--- src/rtl/coeff_loader.sv ---
// rtl/coeff_loader.sv - serial-to-parallel loader for the rj and coefficient tables
//
// Purpose:
//   Assembles framed, MSB-first serial words (one bit per bit_en strobe) and
//   writes them first into the rj memory (RJ_N words), then into the coeff
//   memory (COEFF_N words). Coefficient words are passed through untouched.
//
// Ports:
//   clk        system clock, rising edge
//   rst        synchronous active-high reset
//   start      begins a load sequence from IDLE or DONE, ignored otherwise
//   bit_en     data_in/frame valid this cycle
//   frame      high with the MSB of each word
//   data_in    serial data bit
//   rj_we      one-cycle write strobe to the rj memory
//   coeff_we   one-cycle write strobe to the coeff memory
//   waddr      word index within the current table
//   wdata      assembled word, first received bit at wdata[WORD_W-1]
//   busy       loading rj or coeff words
//   done       whole sequence loaded, held until start or rst
//   frame_err  one-cycle pulse when frame arrives in the middle of a word
module coeff_loader #(
  parameter int WORD_W  = 16,
  parameter int RJ_N    = 16,
  parameter int COEFF_N = 512,
  parameter int ADDR_W  = 9
) (
  input  logic              clk,
  input  logic              rst,
  input  logic              start,
  input  logic              bit_en,
  input  logic              frame,
  input  logic              data_in,
  output logic              rj_we,
  output logic              coeff_we,
  output logic [ADDR_W-1:0] waddr,
  output logic [WORD_W-1:0] wdata,
  output logic              busy,
  output logic              done,
  output logic              frame_err
);

  localparam int BIT_W = $clog2(WORD_W);
  localparam logic [BIT_W-1:0]  BIT_LAST   = BIT_W'(WORD_W - 1);
  localparam logic [ADDR_W-1:0] RJ_LAST    = ADDR_W'(RJ_N - 1);
  localparam logic [ADDR_W-1:0] COEFF_LAST = ADDR_W'(COEFF_N - 1);

  typedef enum logic [1:0] {
    IDLE       = 2'd0,
    LOAD_RJ    = 2'd1,
    LOAD_COEFF = 2'd2,
    DONE       = 2'd3
  } state_t;

  state_t state, state_n;

  logic [BIT_W-1:0]  bit_cnt;
  logic [ADDR_W-1:0] word_cnt;
  // Only WORD_W-1 bits are kept: the LSB goes straight into wdata.
  logic [WORD_W-2:0] shift_q;

  logic loading;
  logic bit_take;
  logic msb_bit;
  logic err_bit;
  logic mid_bit;
  logic lsb_bit;
  logic table_end;
  logic start_ok;

  always_comb begin
    loading   = (state == LOAD_RJ) || (state == LOAD_COEFF);
    bit_take  = loading && bit_en;
    // A frame bit always starts a new word; if a word was in progress that
    // is a framing error and the partial word is dropped.
    msb_bit   = bit_take && frame && (bit_cnt == '0);
    err_bit   = bit_take && frame && (bit_cnt != '0);
    mid_bit   = bit_take && !frame && (bit_cnt != '0) && (bit_cnt != BIT_LAST);
    lsb_bit   = bit_take && !frame && (bit_cnt == BIT_LAST);
    table_end = (state == LOAD_RJ) ? (word_cnt == RJ_LAST) : (word_cnt == COEFF_LAST);
    start_ok  = start && ((state == IDLE) || (state == DONE));

    state_n = state;
    case (state)
      IDLE:       if (start) state_n = LOAD_RJ;
      LOAD_RJ:    if (lsb_bit && table_end) state_n = LOAD_COEFF;
      LOAD_COEFF: if (lsb_bit && table_end) state_n = DONE;
      DONE:       if (start) state_n = LOAD_RJ;
      default:    state_n = IDLE;
    endcase
  end

  always_ff @(posedge clk) begin
    if (rst) begin
      state     <= IDLE;
      bit_cnt   <= '0;
      word_cnt  <= '0;
      shift_q   <= '0;
      rj_we     <= 1'b0;
      coeff_we  <= 1'b0;
      waddr     <= '0;
      wdata     <= '0;
      frame_err <= 1'b0;
    end else begin
      state     <= state_n;
      rj_we     <= 1'b0;
      coeff_we  <= 1'b0;
      frame_err <= err_bit;

      if (start_ok) begin
        bit_cnt  <= '0;
        word_cnt <= '0;
        shift_q  <= '0;
      end else if (msb_bit || err_bit) begin
        shift_q <= {{(WORD_W-2){1'b0}}, data_in};
        bit_cnt <= BIT_W'(1);
      end else if (mid_bit) begin
        shift_q <= {shift_q[WORD_W-3:0], data_in};
        bit_cnt <= bit_cnt + BIT_W'(1);
      end else if (lsb_bit) begin
        // Word complete: the strobe, address and data all appear on the
        // next cycle, while the next word's MSB may already be arriving.
        bit_cnt  <= '0;
        rj_we    <= (state == LOAD_RJ);
        coeff_we <= (state == LOAD_COEFF);
        waddr    <= word_cnt;
        wdata    <= {shift_q, data_in};
        word_cnt <= table_end ? '0 : word_cnt + ADDR_W'(1);
      end
    end
  end

  assign busy = loading;
  assign done = (state == DONE);

endmodule

--- config.mk ---
export PLATFORM = sky130hd
export DESIGN_NAME = coeff_loader
export DESIGN_NICKNAME = d
export VERILOG_FILES = /design/src/rtl/coeff_loader.sv
export SDC_FILE = /design/constraint.sdc
export NUM_CORES = 1
export LEC_CHECK = 0
export ABC_AREA = 1
export ABC_CLOCK_PERIOD_IN_PS = 3800
export CORE_UTILIZATION = 25
export DETAILED_ROUTE_END_ITERATION = 7
export GPL_TIMING_DRIVEN = 0
export MAX_ROUTING_LAYER = met4
export PLACE_DENSITY = 0.44
export SYNTH_ARGS = -nofsm -noshare
export SYNTH_HDL_FRONTEND = slang
export SYNTH_SLANG_ARGS = --single-unit
--- constraint.sdc ---
create_clock -name clk -period 3.8 [get_ports clk]
set_input_delay 1.14 -clock clk [delete_from_list [all_inputs] [get_ports clk]]
set_output_delay 1.14 -clock clk [all_outputs]
set_load 0.005 [all_outputs]
======== Word level (Yosys, flattened, before mapping) ========
Index checks and enable logic that the tools add are counted.
operators by class
  multiplexer cells ....................... 11
  add/sub/neg operators ................... 2
  bitwise operators ....................... 4
  reductions and logical operators ........ 27
  eq/ne operators ......................... 10
operators with widths
  operator                                                                 count
  1-bit logical AND                                                        10
  9-bit by 1-bit adder with 9-bit output, second input constant            1
  9-bit by 4-bit == test with 1-bit output, second input constant          1
  9-bit == test, second input constant                                     1
  9-bit two-way mux                                                        1
  4-bit two-way mux                                                        2
  2-bit two-way mux                                                        3
  2-bit by 1-bit inequality test with 1-bit output, second input constant  3
  2-bit one-hot mux with 3 select lines                                    1
  3-bit AND reduction                                                      2
  5-bit OR reduction                                                       1
  4-bit by 1-bit adder with 4-bit output, second input constant            1
  2-bit == test, second input constant                                     2
  4-bit == test, second input constant                                     1
  4-bit zero test                                                          1
  1-bit two-way mux                                                        4
  4-bit inequality test, second input constant                             1
  1-bit inverter                                                           4
  4-bit AND reduction                                                      1
  2-bit nonzero test                                                       2
  4-bit nonzero test                                                       1
  2-bit OR reduction                                                       2
  1-bit logical OR                                                         3
  3-bit nonzero test                                                       1
  other kinds (4)                                                          4
word-level totals
  output and inout port bits .............. 30
  bits in registers ....................... 58
  word-level logic and storage cells ...... 65
  input bits .............................. 6

======== Logic depth before layout (Yosys ltp) ========
Gate-level depths: netlist of run 1.
  word-level depth ........................ 8
  depth in mapped cells ................... 11
  mapped depth without buffers ............ 11

======== Worst setup path after synthesis of run 1 ========
OpenSTA, ideal clock, no wires.
  path type ............................... input -> register
  start point ............................. input frame
  end point ............................... register bit_cnt[3]
  slack ................................... 1739 ps
  stages .................................. 8
  path buffers ............................ 1
  arrival ................................. 1990 ps
  required time ........................... 3730 ps
  library setup time ...................... 70 ps
  cell sequence ........................... inv_1 > nand3_4 > inv_1 > nand3_4 > inv_2 > buf_4 > nand2_1 > a21oi_1
on the way
  word-level cells in the longest chain between the ends .. 5
  elaborated cells between the ends (all ways) .. 12
  classes of those cells .................. mux (1); reduce/logical (11)
ends and longest elaborated chain
  element                                                  line    text
  from (decl)                                              32      input logic frame,
  1-bit zero test                                          78, 79
  1-bit logical AND                                        78, 79
  1-bit logical AND (2 in a row)                           78      mid_bit = bit_take && !frame && (bit_cnt != '0) && (bit_cnt != BIT_LAST);
  4-bit two-way mux or 2-bit nonzero test (tied branches)  -
  to (signal assigned)                                     119     bit_cnt <= bit_cnt + BIT_W'(1);
  to (decl)                                                57      logic [BIT_W-1:0] bit_cnt;
Several ways; a longest one is shown, not always the timed one.
A chain may end at the register's enable or synchronous reset.

======== Final worst setup path of run 1 ========
  start point ............................. register state[0]
  end point ............................... output busy
on the way
  word-level cells in the longest chain between the ends .. 2
  elaborated cells between the ends (all ways) .. 3
  classes of those cells .................. eq/ne (2); reduce/logical (1)
ends and longest elaborated chain
  element                                                                    line  text
  from (decl)                                                                55    state_t state, state_n;
  from (signal assigned)                                                     105   state <= state_n;
  2-bit by 1-bit == test with 1-bit output or 2-bit == test (tied branches)  72    loading = (state == LOAD_RJ) || (state == LOAD_COEFF);
  1-bit logical OR (*)                                                       72
  to (decl)                                                                  38    output logic busy,
Mark *: on every way between the ends. The rest lies on a longest branch, timed or not.

==> impl_metrics.tcl, run 1 <==
set metrics [dict create \
    fillers 1001 \
    crit_fanout 5 \
    rows 35 \
    drcViolationCount 0 \
    die_area_um2 9842 \
    insertion_delay_ns 0.33 \
    io_pins 36 \
    gp_congestion 0.7586 \
    final_cell_mix "58 x dfxtp_1, 56 x nand2_1, 52 x nor2_1, 35 x clkdlybuf4s50_1, 33 x a21oi_1" \
    synthCells 299 \
    holdBufCountCts 0 \
    cp_cell_sequence "inv_1, ha_1, inv_2, clkdlybuf4s50_1" \
    core_um2 9196 \
    die_w_um 99.21 \
    grt_max_degree 11 \
    die_y_um 99.21 \
    drtIter0Drc 72 \
    postSynth.asyncResetShare_pct 0 \
    clockRootBuffer "clkbuf_8" \
    grt_pass1_wl_um 9522 \
    rsz0062_at_grt "no" \
    r2r_cells 6 \
    hp-class "reg2reg" \
    cp.depth 4 \
    ys_seq_elements 58 \
    route.detailed.wl_per_inst_um 11.99 \
    place_hpwl_um 3909 \
    ant_nets 0 \
    hold_violations 0 \
    yosys-top-cells-area "dfxtp_1 49%, nand2_1 8.9%, nor2_1 8.3%" \
    slew_headroom_pct 70.73 \
    syn_area_um2 2362 \
    synth_ff_type "dfxtp_1" \
    cts.repair.resized 0 \
    synth.top_cell.area_share_pct 49.15 \
    vias_per_cell 4.336 \
    multiInputGateArea_um2 1056 \
    ir_worst_vdd_mv 0.2105 \
    yosysSeqAreaShare_pct 49.15 \
    timing.rr.start "state[0]$_SDFFE_PP0P_" \
    diodes 0 \
    seqCellArea_um2 1161 \
    max_freq_mhz 345.9 \
    antenna_found_initial 0 \
    crit_path_start_kind "flip-flop" \
    critPathLaunch "state[0]$_SDFFE_PP0P_" \
    p_per_area_nw_per_um2 483.8 \
    slowest_delay_ns 0.51 \
    setup_viol 0 \
    setup.worst_path.end "busy" \
    num_vias 1999 \
    path_buf_inv 3 \
    cp-end-kind "output pin" \
    syn2layout_area_growth_pct 31.36 \
    timing.hold.ws_ns 0.4737 \
    cts_buffer_depth 2 \
    clk_pin_slew_ns 0.07 \
    cts_buffers 9 \
    maxCapViolCount 0 \
    synth_top_cell_by_area "dfxtp_1" \
    finClkSkew_ns 0.009531 \
    drive_gt1_share_pct 10.29 \
    grt_overflow_total 0 \
    r2r_slack_ns 1.80 \
    crit_family "buffers and inverters" \
    initial_core_util_pct 25.69 \
    wl_um 5526 \
    yosysWarningCount 0 \
    grt_pass1_vias 1975 \
    syn_nets 312 \
    drt_first_pass_iters 4 \
    grt_use_total_pct 12.90 \
    crit_arrival_ns 1.75 \
    p_leak_nw 1.249 \
    nets 358 \
    worst_pin_slew_ns 0.4390 \
    finalMaxSlewViolations 0 \
    cts_htree_levels 3 \
    cts_tree "yes" \
    final_common_cell "dfxtp_1" \
    setup-tns-final_ns 0 \
    yosysUniqueCellTypes 29 \
    cts_sinks 58 \
    crit_required_ns 2.66 \
    crit_type "reg2out" \
    fin_crit_sh_pct 76.07 \
    port_buffers 35 \
    status "finished, final reports clean" \
    post_cts_buffers 0 \
    crit_path_top_delay_cell "clkdlybuf4s50_1" \
    fin_crit_ns 2.891 \
    r2r-end "shift_q[7]$_SDFFE_PP0P_" \
    syn_area_per_cell_um2 7.901 \
    synth_edf_count 0 \
]
-- synthesized netlist by cell type (2+ instances only) --
cell type and instances:
a21oi_1 33, buf_2 4, buf_4 2, clkbuf_1 2, dfxtp_1 58, ha_1 7, inv_1 22, inv_2 3
nand2_1 56, nand2_2 2, nand3_1 9, nand3_4 4, nor2_1 52, nor3_1 4, o21ai_0 26, xnor2_1 2
-- registers in the layout, summed over array words and instances, names as in the netlist --
name	cells
frame_err	1
shift_q	15
state	2
rj_we	1
wdata	16
word_cnt	9
waddr	9
coeff_we	1
bit_cnt	4
-- how the worst min path moves through the flow --
stage / startpoint / end / slack [ns] / depth (start not counted)
3_5_place_dp: shift_q[14]$_SDFFE_PP0P_ / shift_q[14]$_SDFFE_PP0P_ / 0.47 / 2
6_report: shift_q[4]$_SDFFE_PP0P_ / shift_q[5]$_SDFFE_PP0P_ / 0.47 / 2
5_1_grt: shift_q[7]$_SDFFE_PP0P_ / shift_q[8]$_SDFFE_PP0P_ / 0.50 / 2
3_3_place_gp: shift_q[14]$_SDFFE_PP0P_ / shift_q[14]$_SDFFE_PP0P_ / 0.46 / 2
4_1_cts: shift_q[4]$_SDFFE_PP0P_ / shift_q[5]$_SDFFE_PP0P_ / 0.48 / 2
2_1_floorplan: shift_q[14]$_SDFFE_PP0P_ / shift_q[14]$_SDFFE_PP0P_ / 0.44 / 2
-- final cells by class --
| type | instances | share of cell area (%) |
|---|---|---|
| buffer | 10 | 1.653 |
| clock buffer | 11 | 4.879 |
| clock inverter | 5 | 3.226 |
| inverter | 25 | 3.024 |
| multi-input combinational | 206 | 34.03 |
| sequential | 58 | 37.42 |
| tap | 111 | 4.476 |
| timing repair buffer | 35 | 11.29 |
-- logic make-up after synthesis --
kind of cell / Yosys count / synth area share, %
XOR/XNOR: 2 / 0.7417
adder cells (fa/ha/maj): 7 / 3.707
AND/OR/NAND/NOR: 133 / 26.32
AO/OA/AOI/OAI: 64 / 13.93
buffers and inverters: 35 / 6.144
flip-flops: 58 / 49.15
-- metal layers --
metal  vias up  track usage [%]  share of wire [%]
li1       1058                -                  -
met1       897            16.38                 49
met2        37            19.50                 46
met3         7            3.443                3.6
met4         0            5.090                1.0
met5         -                -                  0
-- per-stage QoR --
stage	setup slack [ns]	total power, mW	instance area [um2]	instances	util [%]
final	0.9092	1.501	3103	461	33.74
after detailed placement	0.7579	0.8063	2851	445	31.01
after global routing	0.7998	1.582	3103	461	33.74
after floorplan	1.739	0.7506	2362	299	-
after CTS	0.8760	1.531	3103	461	33.74
after global placement	0.7924	0.8073	2851	445	31.01
-- where the power goes --
group	internal, mW	total (mW)	switching, mW	leakage [nW]
combinational	0.0569	0.160	0.103	0.653
sequential	0.618	0.629	0.0110	0.467
clock	0.469	0.713	0.244	0.129
total	1.14	1.50	0.358	1.25
-- worst reg2reg max path: stages, from the launching register on --
cell and delay [ns]:
dfxtp_1 0.41, inv_1 0.07, ha_1 0.32, a21oi_1 0.34, nand2_1 0.31, clkbuf_1 0.31
a21oi_1 0.17
No activity file was read; power rests on OpenSTA's default activity.
==> run 2, diff against run 1 <==
ABC_CLOCK_PERIOD_IN_PS = 2710   (was 3800)
clock period = 2.71 ns   (was 3.8 ns; I/O delays follow)
==> results of run 2 <==
Same layout as run 1 (identical final DEF). Status: finished, final reports clean.
Among the figures that moved: setup slack after placement 0.7579 ns -> -0.005139 ns; setup slack after layout 0.9092 ns -> 0.1462 ns; register-to-register setup slack 1.80 ns -> 0.71 ns; total power 1.501 mW -> 2.105 mW; worst IR drop on VDD 0.2105 mV -> 0.2952 mV
==> run 3, diff against run 2 <==
ABC_AREA = unset   (was 1)
CELL_PAD_IN_SITES_DETAIL_PLACEMENT = 1   (was unset)
CELL_PAD_IN_SITES_GLOBAL_PLACEMENT = 1   (was unset)
PLACE_DENSITY = 0.55   (was 0.44)
==> run 3 against run 2 <==
Worst hold slack worse by 0.022 ns. Non-clock buffer count up 3. Synthesized cell count down 2.3%. Via count increased by 6.9%. Sequential power is essentially flat. Core utilization down 0.092 points. Sequential cell count unchanged. Clock skew decreased by 0.0032 ns. Routed wire length increased by 15%. Critical path depth stayed put. Count of clock-buffer cells in the layout increased by 1. Die area up 1.1%.
==> impl_metrics.tcl, run 3 <==
set metrics [dict create \
    status "finished, final reports clean" \
    place_hpwl_um 4487 \
    cts_buffers 9 \
    syn2layout_area_growth_pct 30.10 \
    synth_edf_count 0 \
    p_per_area_nw_per_um2 652.7 \
    antenna_found_initial 0 \
    diodes 0 \
    synth_common_cells "86 x nand2_1, 58 x dfxtp_1, 47 x a21oi_1" \
    worst_pin_slew_ns 0.6070 \
    ir_worst_vdd_mv 0.1992 \
    crit_path_top_delay_cell "clkdlybuf4s50_1" \
    maxCapViolCount 0 \
    clockRootBuffer "clkbuf_8" \
    cts_sinks 58 \
    io_pins 36 \
    fin_crit_sh_pct 94.19 \
    finClkSkew_ns 0.006349 \
    cts_tree "yes" \
    yosys-top-cells-area "dfxtp_1 49%, nand2_1 14%, a21oi_1 9.8%" \
    finalMaxSlewViolations 0 \
    wl_um 6349 \
    clk_pin_slew_ns 0.07 \
    cts_buffer_depth 2 \
    drive_gt1_share_pct 8.746 \
    ant_nets 0 \
    crit_family "buffers and inverters" \
    cts_htree_levels 3 \
    drtIter0Drc 69 \
    hold_depth 2 \
    drt_first_pass_iters 4 \
    vias_per_cell 4.528 \
    r2r_cells 7 \
    num_vias 2137 \
    port_buffers 35 \
    slowest_delay_ns 0.50 \
    hold_violations 0 \
    crit_fanout 7 \
    setup-tns-final_ns 0 \
    max_freq_mhz 391.8 \
    crit_required_ns 1.90 \
    holdBufCountCts 0 \
    dp.cells 456 \
    grt_use_total_pct 14.66 \
    fin_cells 472 \
    synth.top_cell.area_share_pct 48.59 \
    final_common_cell "nand2_1" \
    path_common_cell "inv_1" \
    hp-class "reg2reg" \
    crit_arrival_ns 1.74 \
    path_buf_inv 3 \
    grt_pass1_wl_um 10780 \
    core_um2 9240 \
    drcViolationCount 0 \
    grt_pass1_vias 2231 \
    yosysSeqAreaShare_pct 48.59 \
    cp_cell_sequence "inv_1, ha_2, inv_1, clkdlybuf4s50_1" \
    postSynth.asyncResetShare_pct 0 \
    die_area_um2 9954 \
    syn_nets 305 \
    ys_seq_elements 58 \
    cp-end-kind "output pin" \
    slew_headroom_pct 59.53 \
    grt_overflow_total 0 \
    final_cell_mix "86 x nand2_1, 58 x dfxtp_1, 47 x a21oi_1, 35 x clkdlybuf4s50_1, 13 x nor2_1" \
    timing.hold.ws_ns 0.4522 \
    synth.most_common_cell "nand2_1" \
    die_w_um 99.77 \
    syn_area_per_cell_um2 8.184 \
    grt_max_degree 11 \
    crit_type "reg2out" \
    yosysWarningCount 0 \
    synthCells 292 \
    largest_reg_flops 16 \
    initial_core_util_pct 25.86 \
    synth_ff_type "dfxtp_1" \
    insertion_delay_ns 0.34 \
    p_leak_nw 0.9856 \
    cp.depth 4 \
    synth_top_cell_by_area "dfxtp_1" \
    crit_path_start_kind "flip-flop" \
    rows 35 \
    setup_viol 0 \
    post_cts_buffers 0 \
    syn_area_um2 2390 \
    nets 351 \
    regMostFlops "wdata" \
    finish.utilization_pct 33.65 \
    yosysUniqueCellTypes 38 \
    fin_crit_ns 2.553 \
    gp_congestion 0.7872 \
    largestRegisters "wdata (16), shift_q (15)" \
    die_y_um 99.77 \
    rsz0062_at_grt "no" \
    route.detailed.wl_per_inst_um 13.45 \
]
-- run 3: per-layer routing --
metal,vias to the layer above,share of wire [%],GRT usage [%],wire [um]
met4,0,2.2,7.240,142
met2,28,47,23.40,2998
met1,1026,48,17.01,3023
met5,-,0,-,0
li1,1072,-,-,-
met3,11,2.9,3.969,186
-- run 3: final cells by class --
cell class                      count  area [um2]
Fill cell                        1124        6131
Sequential cell                    58        1161
Multi-Input combinational cell    211        1122
Timing Repair Buffer               35       350.3
Tap cell                          129       161.4
Clock buffer                       12       155.1
Buffer                             13       71.32
Clock inverter                      4       50.05
Inverter                           10       37.54
-- run 3: logic make-up (layout without fill, tap and decap cells) --
family,after synthesis,in the layout,share of synthesized area [%]
and+or+nand+nor,134,134,25.45
buffers and inverters,23,74,4.555
muxes,2,2,0.8900
DFF,58,58,48.59
adders and majority gates,7,7,3.665
xor gates and xnor gates,6,6,2.199
AOI/OAI and AO/OA,62,62,14.66
-- run 3: worst paths after layout --
kind | from | slack (ns) | end
worst min register to register | waddr[8]$_SDFFE_PP0P_ | 0.45 | waddr[8]$_SDFFE_PP0P_
worst max register to register | state[0]$_SDFFE_PP0P_ | 0.36 | state[1]$_SDFFE_PP0P_
worst max-delay path | state[0]$_SDFFE_PP0P_ | 0.16 | busy
worst min-delay path | waddr[8]$_SDFFE_PP0P_ | 0.45 | waddr[8]$_SDFFE_PP0P_
-- run 3: worst reg2reg max path, cell delays in order, from the launching register on --
cell and delay [ns]:
dfxtp_1 0.38, inv_1 0.08, ha_2 0.34, nor3b_4 0.38
nand2_1 0.28, clkbuf_1 0.34, o31ai_1 0.33, nand3_1 0.10
-- run 3: power breakdown --
part,internal [mW],leakage [nW],switching [mW]
combinational,0.123,0.419,0.183
sequential,0.868,0.467,0.0149
clock,0.474,0.0986,0.367
total,1.46,0.986,0.565
-- run 3: repair_timing --
action | in CTS | in global routing
endpoints found under the setup margin | 0 | 1
gates resized for setup | 0 | 1
endpoints found under the hold margin | 0 | 0
-- run 3: metrics by stage --
stage | cell area (um2) | worst slack (ns) | total power, mW
final | 3109 | 0.1574 | 2.029
after global routing | 3109 | 0.05413 | 2.131
after CTS | 3107 | 0.04701 | 2.054
after detailed placement | 2902 | -0.1715 | 1.208
after global placement | 2902 | -0.1934 | 1.208
after floorplan | 2390 | 0.6696 | 1.106
